--- config.mk ---
export PLATFORM = sky130hd
export DESIGN_NAME = mem_arbiter_flat
export DESIGN_NICKNAME = d
export VERILOG_FILES = /design/src/rtl/mem_arbiter_if.sv /design/src/rtl/mem_arbiter.sv /design/src/flat_wrapper.sv
export SDC_FILE = /design/constraint.sdc
export NUM_CORES = 1
export LEC_CHECK = 0
export CAP_MARGIN = 10
export CORE_MARGIN = 2
export CORE_UTILIZATION = 30
export DETAILED_ROUTE_END_ITERATION = 8
export GPL_TIMING_DRIVEN = 0
export SYNTH_ARGS = -nofsm -noshare
export SYNTH_HDL_FRONTEND = slang
export SYNTH_SLANG_ARGS = --single-unit
--- constraint.sdc ---
create_clock -name clk_in -period 9.7 [get_ports clk_in]
set_input_delay 1.94 -clock clk_in [delete_from_list [all_inputs] [get_ports clk_in]]
set_output_delay 1.94 -clock clk_in [all_outputs]
set_load 0.02 [all_outputs]
--- src/rtl/mem_arbiter_if.sv ---
// rtl/mem_arbiter_if.sv - requester and RAM-pin bundle for mem_arbiter
//
// Purpose: groups the IF fetch port, the LSB load/store port and the
// byte-wide RAM/IO pins that mem_arbiter owns.
// Ports (signals):
//   if_req/if_addr -> if_done/if_data          IF word fetch
//   lsb_req/lsb_r_nw/lsb_addr/lsb_size/lsb_wdata -> lsb_done/lsb_rdata
//   mem_din, io_buffer_full -> mem_dout/mem_a/mem_wr   RAM/IO pins
// Modports: slave = the arbiter, master = requesters plus memory side.
interface mem_arbiter_if #(
  parameter int ADDR_W = 32
);
  logic              if_req;
  logic [ADDR_W-1:0] if_addr;
  logic              if_done;
  logic [31:0]       if_data;

  logic              lsb_req;
  logic              lsb_r_nw;
  logic [ADDR_W-1:0] lsb_addr;
  logic [1:0]        lsb_size;
  logic [31:0]       lsb_wdata;
  logic              lsb_done;
  logic [31:0]       lsb_rdata;

  logic [7:0]        mem_din;
  logic [7:0]        mem_dout;
  logic [ADDR_W-1:0] mem_a;
  logic              mem_wr;
  logic              io_buffer_full;

  modport slave (
    input  if_req, if_addr,
    output if_done, if_data,
    input  lsb_req, lsb_r_nw, lsb_addr, lsb_size, lsb_wdata,
    output lsb_done, lsb_rdata,
    input  mem_din, io_buffer_full,
    output mem_dout, mem_a, mem_wr
  );

  modport master (
    output if_req, if_addr,
    input  if_done, if_data,
    output lsb_req, lsb_r_nw, lsb_addr, lsb_size, lsb_wdata,
    input  lsb_done, lsb_rdata,
    output mem_din, io_buffer_full,
    input  mem_dout, mem_a, mem_wr
  );
endinterface

--- src/rtl/mem_arbiter.sv ---
// rtl/mem_arbiter.sv - shares the byte-wide RAM/IO port between IF and LSB
//
// Purpose: arbitrates IF fetches and LSB loads/stores onto one byte-wide
// RAM port, sequencing each access as consecutive byte cycles and packing
// or splitting little-endian words. The winner gets a one-cycle done pulse.
// Ports:
//   clk_in  - system clock
//   rst_in  - synchronous active-low reset
//   rdy_in  - global ready, low pauses everything
//   _clear  - mispredict flush (aborts reads, blocks new grants)
//   bus     - mem_arbiter_if.slave: IF port, LSB port, RAM/IO pins
module mem_arbiter #(
  parameter int                ADDR_W  = 32,
  parameter logic [ADDR_W-1:0] IO_BASE = 'h0003_0000
) (
  input  logic         clk_in,
  input  logic         rst_in,
  input  logic         rdy_in,
  input  logic         _clear,
  mem_arbiter_if.slave bus
);

  typedef enum logic [1:0] {S_IDLE, S_READ, S_WRITE} state_t;
  typedef enum logic {G_IF = 1'b0, G_LSB = 1'b1} grant_t;

  state_t            state_q, state_d;
  grant_t            last_grant_q, last_grant_d;
  // Reads: k = cycle index since grant minus one (0..N). Writes: bytes issued.
  logic [2:0]        k_q, k_d;
  logic [2:0]        n_q, n_d;
  logic [ADDR_W-1:0] base_q, base_d;
  logic [31:0]       wdata_q, wdata_d;
  logic              to_if_q, to_if_d;
  logic              io_q, io_d;
  logic [31:0]       acc_q, acc_d;

  logic [ADDR_W-1:0] mem_a_q, mem_a_d;
  logic              mem_wr_q, mem_wr_d;
  logic [7:0]        mem_dout_q, mem_dout_d;
  logic              if_done_q, if_done_d;
  logic [31:0]       if_data_q, if_data_d;
  logic              lsb_done_q, lsb_done_d;
  logic [31:0]       lsb_rdata_q, lsb_rdata_d;

  logic              if_go, lsb_go, pick_lsb, lsb_io, wr_blocked;
  logic [2:0]        lsb_n;
  logic [1:0]        cap_idx, wr_idx;

  always_ff @(posedge clk_in) begin
    if (!rst_in) begin
      state_q      <= S_IDLE;
      last_grant_q <= G_IF;
      k_q          <= '0;
      n_q          <= '0;
      base_q       <= '0;
      wdata_q      <= '0;
      to_if_q      <= 1'b0;
      io_q         <= 1'b0;
      acc_q        <= '0;
      mem_a_q      <= '0;
      mem_wr_q     <= 1'b0;
      mem_dout_q   <= '0;
      if_done_q    <= 1'b0;
      if_data_q    <= '0;
      lsb_done_q   <= 1'b0;
      lsb_rdata_q  <= '0;
    end else begin
      state_q      <= state_d;
      last_grant_q <= last_grant_d;
      k_q          <= k_d;
      n_q          <= n_d;
      base_q       <= base_d;
      wdata_q      <= wdata_d;
      to_if_q      <= to_if_d;
      io_q         <= io_d;
      acc_q        <= acc_d;
      mem_a_q      <= mem_a_d;
      mem_wr_q     <= mem_wr_d;
      mem_dout_q   <= mem_dout_d;
      if_done_q    <= if_done_d;
      if_data_q    <= if_data_d;
      lsb_done_q   <= lsb_done_d;
      lsb_rdata_q  <= lsb_rdata_d;
    end
  end

  always_comb begin
    state_d      = state_q;
    last_grant_d = last_grant_q;
    k_d          = k_q;
    n_d          = n_q;
    base_d       = base_q;
    wdata_d      = wdata_q;
    to_if_d      = to_if_q;
    io_d         = io_q;
    acc_d        = acc_q;
    mem_a_d      = mem_a_q;
    mem_wr_d     = mem_wr_q;
    mem_dout_d   = mem_dout_q;
    if_data_d    = if_data_q;
    lsb_rdata_d  = lsb_rdata_q;
    // Done is a pulse: dropped on any edge, including paused ones.
    if_done_d    = 1'b0;
    lsb_done_d   = 1'b0;

    // A requester's req is ignored in the cycle its done is showing.
    if_go      = bus.if_req && !if_done_q;
    lsb_go     = bus.lsb_req && !lsb_done_q;
    pick_lsb   = lsb_go && (!if_go || last_grant_q == G_IF);
    lsb_io     = bus.lsb_addr >= IO_BASE;
    wr_blocked = io_q && bus.io_buffer_full;
    // Byte arriving on mem_din belongs to the address issued one cycle earlier.
    cap_idx    = k_q[1:0] - 2'd1;
    wr_idx     = k_q[1:0];
    case (bus.lsb_size)
      2'd0:    lsb_n = 3'd1;
      2'd1:    lsb_n = 3'd2;
      default: lsb_n = 3'd4;
    endcase

    if (rdy_in) begin
      mem_wr_d   = 1'b0;
      mem_dout_d = 8'd0;
      unique case (state_q)
        S_IDLE: begin
          mem_a_d = '0;
          if (!_clear && (if_go || lsb_go)) begin
            k_d   = 3'd0;
            acc_d = '0;
            if (pick_lsb) begin
              last_grant_d = G_LSB;
              to_if_d      = 1'b0;
              base_d       = bus.lsb_addr;
              n_d          = lsb_n;
              wdata_d      = bus.lsb_wdata;
              io_d         = lsb_io;
              if (bus.lsb_r_nw) begin
                state_d = S_READ;
                mem_a_d = bus.lsb_addr;
              end else begin
                state_d = S_WRITE;
                // First byte issues on the grant edge unless IO is back-pressured.
                if (!(lsb_io && bus.io_buffer_full)) begin
                  mem_wr_d   = 1'b1;
                  mem_a_d    = bus.lsb_addr;
                  mem_dout_d = bus.lsb_wdata[7:0];
                  k_d        = 3'd1;
                end
              end
            end else begin
              last_grant_d = G_IF;
              to_if_d      = 1'b1;
              base_d       = bus.if_addr;
              n_d          = 3'd4;
              io_d         = 1'b0;
              state_d      = S_READ;
              mem_a_d      = bus.if_addr;
            end
          end
        end

        S_READ: begin
          if (_clear) begin
            state_d = S_IDLE;
            mem_a_d = '0;
          end else begin
            if (k_q != 3'd0) begin
              acc_d[8*cap_idx +: 8] = bus.mem_din;
            end
            mem_a_d = (k_q + 3'd1 < n_q) ? base_q + ADDR_W'(k_q) + ADDR_W'(1) : '0;
            if (k_q == n_q) begin
              state_d = S_IDLE;
              if (to_if_q) begin
                if_done_d = 1'b1;
                if_data_d = acc_d;
              end else begin
                lsb_done_d  = 1'b1;
                lsb_rdata_d = acc_d;
              end
            end else begin
              k_d = k_q + 3'd1;
            end
          end
        end

        S_WRITE: begin
          // Stores are committed: _clear does not stop them.
          mem_a_d = '0;
          if (k_q == n_q) begin
            lsb_done_d = 1'b1;
            state_d    = S_IDLE;
          end else if (!wr_blocked) begin
            mem_wr_d   = 1'b1;
            mem_a_d    = base_q + ADDR_W'(k_q);
            mem_dout_d = wdata_q[8*wr_idx +: 8];
            k_d        = k_q + 3'd1;
          end
        end

        default: state_d = S_IDLE;
      endcase
    end
  end

  assign bus.mem_a     = mem_a_q;
  assign bus.mem_wr    = mem_wr_q && rdy_in;
  assign bus.mem_dout  = (mem_wr_q && rdy_in) ? mem_dout_q : 8'd0;
  assign bus.if_done   = if_done_q;
  assign bus.if_data   = if_data_q;
  assign bus.lsb_done  = lsb_done_q;
  assign bus.lsb_rdata = lsb_rdata_q;

endmodule

--- src/flat_wrapper.sv ---
// flat-port wrapper written by rule: the top's interface ports become plain ports
module mem_arbiter_flat 
#(
  parameter int                ADDR_W  = 32,
  parameter logic [ADDR_W-1:0] IO_BASE = 'h0003_0000
)
  (clk_in, rst_in, rdy_in, _clear, bus_if_req, bus_if_addr, bus_if_done, bus_if_data, bus_lsb_req, bus_lsb_r_nw, bus_lsb_addr, bus_lsb_size, bus_lsb_wdata, bus_lsb_done, bus_lsb_rdata, bus_mem_din, bus_io_buffer_full, bus_mem_dout, bus_mem_a, bus_mem_wr);
  mem_arbiter_if #(.ADDR_W(ADDR_W)) bus_i ();
  input  logic clk_in;
  input  logic rst_in;
  input  logic rdy_in;
  input  logic _clear;
  input wire logic [$bits(bus_i.if_req)-1:0] bus_if_req;
  input wire logic [$bits(bus_i.if_addr)-1:0] bus_if_addr;
  output wire logic [$bits(bus_i.if_done)-1:0] bus_if_done;
  output wire logic [$bits(bus_i.if_data)-1:0] bus_if_data;
  input wire logic [$bits(bus_i.lsb_req)-1:0] bus_lsb_req;
  input wire logic [$bits(bus_i.lsb_r_nw)-1:0] bus_lsb_r_nw;
  input wire logic [$bits(bus_i.lsb_addr)-1:0] bus_lsb_addr;
  input wire logic [$bits(bus_i.lsb_size)-1:0] bus_lsb_size;
  input wire logic [$bits(bus_i.lsb_wdata)-1:0] bus_lsb_wdata;
  output wire logic [$bits(bus_i.lsb_done)-1:0] bus_lsb_done;
  output wire logic [$bits(bus_i.lsb_rdata)-1:0] bus_lsb_rdata;
  input wire logic [$bits(bus_i.mem_din)-1:0] bus_mem_din;
  input wire logic [$bits(bus_i.io_buffer_full)-1:0] bus_io_buffer_full;
  output wire logic [$bits(bus_i.mem_dout)-1:0] bus_mem_dout;
  output wire logic [$bits(bus_i.mem_a)-1:0] bus_mem_a;
  output wire logic [$bits(bus_i.mem_wr)-1:0] bus_mem_wr;
  assign bus_i.if_req = bus_if_req;
  assign bus_i.if_addr = bus_if_addr;
  assign bus_if_done = bus_i.if_done;
  assign bus_if_data = bus_i.if_data;
  assign bus_i.lsb_req = bus_lsb_req;
  assign bus_i.lsb_r_nw = bus_lsb_r_nw;
  assign bus_i.lsb_addr = bus_lsb_addr;
  assign bus_i.lsb_size = bus_lsb_size;
  assign bus_i.lsb_wdata = bus_lsb_wdata;
  assign bus_lsb_done = bus_i.lsb_done;
  assign bus_lsb_rdata = bus_i.lsb_rdata;
  assign bus_i.mem_din = bus_mem_din;
  assign bus_i.io_buffer_full = bus_io_buffer_full;
  assign bus_mem_dout = bus_i.mem_dout;
  assign bus_mem_a = bus_i.mem_a;
  assign bus_mem_wr = bus_i.mem_wr;
  mem_arbiter #(.ADDR_W(ADDR_W), .IO_BASE(IO_BASE)) u_core (.clk_in(clk_in), .rst_in(rst_in), .rdy_in(rdy_in), ._clear(_clear), .bus(bus_i));
endmodule
==> flow_summary.toml <==
[floorplanning]
io_pins = 221
die_x_um = 199
start_util_pct = 30.3
core_um2 = 37500
dieArea_um2 = 39400
die_height_um = 199
num_rows = 71

[global_routing]
grtUsageTotal_pct = 22.9
grt_max_degree = 14
grt_pass1_vias = 11700
grt_pass1_wl_um = 69800
overflow = 0
antenna_found_initial = 3

[drt]
first_iter_violations = 1152
via_per_inst = 5.43
drc_errors = 0
met1Wirelength_um = 20500
final_antenna_net_count = 0
met3WireLength_um = 3210
routed_wl_um = 46100
routed-wl-met2_um = 20900
wl_per_cell_um = 20.7
num_vias = 12100
top_layer = "met5"
first_pass_iters = 6

[clock_tree]
cts_root_buf = "clkbuf_16"
clkLatencyLatePin_ns = 0.55
cts_buffers = 26
cts_hold_buf = 0
cts_tree = "yes"
cts_num_sinks = 214
cts_max_path_buffers = 3
cts_setup_buffers = 0
clk_pin_slew_ns = 0.06
htreeDepth = 1
cts_resized = 0

[job]
maxCapViolations = 0

[sta]
finalWorstSetupSlack_ns = 4.40
finalHoldViolCount = 0
slew_violations = 0
setup_violations = 0
period_needed_ns = 5.30
clock_skew_ns = 0.0178
rsz0062_at_grt = "no"
relSlewSlack_pct = 16.9
fin_crit_sh_pct = 54.7
tns_ns = 0
fmax_ghz = 0.189
worstMarginPinSlew_ns = 1.25

[critical_path]
cpLargestDelayFamily = "buffers and inverters"
rrSetupSlack_ns = 4.94
r2r_cells = 12
slowest_stage = "clkdlybuf4s50_1"
rr_startpoint = "u_core.k_q[1]"
startpoint_type = "input pin"
path_cells = "clkbuf_1 > clkbuf_1 > and3_1 > clkdlybuf4s50_1"
crit_buf_inv = 3
cpPeakStageDelay_ns = 0.61
path_common_cell = "clkbuf_1"
cp_max_fo = 10
worstSetupPathType = "in2out"
cp.arrival_ns = 3.36
end_kind = "primary output"
reg2reg_to = "u_core.bus.mem_a[23]"
required_ns = 7.76

[synth]
ys_seq_elements = 214
yosysUniqueCellTypes = 78
synthCells = 1449
synth_edf_count = 0
yosysWarnings = 0
synth_top_area_cell = "dfxtp_1"
syn-cell-area_um2 = 11400
synth_area_per_cell_um2 = 7.84
synth_ff_type = "dfxtp_1"
async_flop_share_pct = 0
synthesis.nets = 1581
yosysSeqAreaShare_pct = 37.7
synth_top_area_share_pct = 37.7
yosys-top-cells-area = "dfxtp_1 (38%), nand2_1 (6.2%), a21oi_1 (6.1%), nor2_1 (5.8%), a211oi_1 (5.1%)"

[min_path]
hold_path_class = "reg2reg"
holdPathStages = 2
worst_hold_path.endpoint = "u_core.wdata_q[26]"
hold_start = "u_core.wdata_q[26]"

[layout]
final_cell_mix = "clkdlybuf4s50_1 (218), dfxtp_1 (214), nand2_1 (187)"
drive_gt1_share_pct = 4.96
regArea_um2 = 4280
diodes = 0
design_area_um2 = 15100
multi_input_area_um2 = 6520
nets = 1827
area_delta_synth_final_pct = 32.7
mostFrequentLayoutCell = "clkdlybuf4s50_1"
fillers = 3877

[placement]
post-place-ws_ns = 4.22
placed_cell_area_um2 = 14200
place_hpwl_um = 34600
routabilityCongestion = 0.922
io_buffers = 218

[run_status]
status = "finished, final reports clean"

[power]
peakVddDrop_mv = 0.0996
total_power_mw = 2.25
total_leakage_power_nw = 4.93
cellPowerDensity_nw_per_um2 = 149
## tightest hold or removal path: stages (launching register included)
cell	delay [ns]
dfxtp_1	0.31
nand2_1	0.05
a21oi_1	0.05
## synthesized netlist by cell type, types with 6 or more instances
master,number
xor2_1,17
a31oi_1,8
o2111ai_1,6
nand2b_1,10
mux4_2,8
dfxtp_1,214
a211oi_1,77
xnor2_1,19
nor4_1,12
a22oi_1,17
and3_1,17
nand3_1,31
buf_2,8
a21boi_0,23
nand4_1,26
a32oi_1,7
inv_1,29
and4_1,6
nor3_1,47
o22ai_1,16
clkbuf_1,95
a21oi_1,139
ha_1,17
nand2_1,187
nor2_1,177
o21ai_0,54
a2111o_1,8
nor3b_1,33
nor2b_1,9
a311oi_1,33
and2_1,17
## flip-flops by register name (all words and copies together), names as in the netlist, 2 cells and up
name and count:
u_core.acc_q 32, u_core.base_q 32, u_core.bus.if_data 32, u_core.bus.lsb_rdata 32, u_core.bus.mem_a 32, u_core.wdata_q 32, u_core.mem_dout_q 8, u_core.k_q 3
u_core.n_q 3, u_core.state_q 2
## how the worst max path moves through the flow
stage	start	endpoint	slack, ns	cells past startpoint
after detailed placement	bus_lsb_addr[29]	u_core.bus.mem_a[23]	4.22	9
after CTS	rdy_in	bus_mem_dout[6]	4.36	4
after global placement	bus_lsb_addr[29]	u_core.bus.mem_a[23]	4.18	9
after global routing	rdy_in	bus_mem_dout[6]	4.30	4
after floorplan	rdy_in	bus_mem_dout[0]	5.10	3
final	rdy_in	bus_mem_dout[6]	4.40	4
## final cells by class
type                            instances  share of cell area (%)
Buffer                                112                    3.00
Clock buffer                           39                    5.17
Clock inverter                          9                   0.747
Inverter                               30                   0.747
Multi-Input combinational cell       1093                    43.2
Sequential cell                       214                    28.4
Tap cell                              511                    4.24
Timing Repair Buffer                  218                    14.5
## per-stage QoR
step	hold slack [ns]	util, %	instances
after detailed placement	0.446	37.8	2178
after CTS	0.455	40.2	2226
final	0.453	40.2	2226
after global routing	0.471	40.2	2226
after global placement	0.439	37.8	2178
after floorplan	0.433	-	1449
## kinds of logic after synthesis
kind of cell | Yosys count | synth area share (%)
multiplexers | 11 | 1.86
XOR/XNOR | 36 | 2.78
AO/OA/AOI/OAI | 428 | 25.4
buffers and inverters | 142 | 4.98
AND/OR/NAND/NOR | 600 | 25.2
adder cells (fa/ha/maj) | 18 | 2.05
flip-flops | 214 | 37.7
## where the power goes
group / internal [mW] / switching (mW)
Clock: 0.608 / 0.402
Sequential: 0.906 / 0.0240
Combinational: 0.121 / 0.190
Total: 1.63 / 0.616
## per-layer routing
metal / GRT usage [%] / up-vias
met2: 36.8 / 444
met1: 31.3 / 5803
li1: - / 5754
met5: 0 / -
met3: 3.56 / 78
met4: 7.55 / 6
No activity file was read; power rests on OpenSTA's default activity.
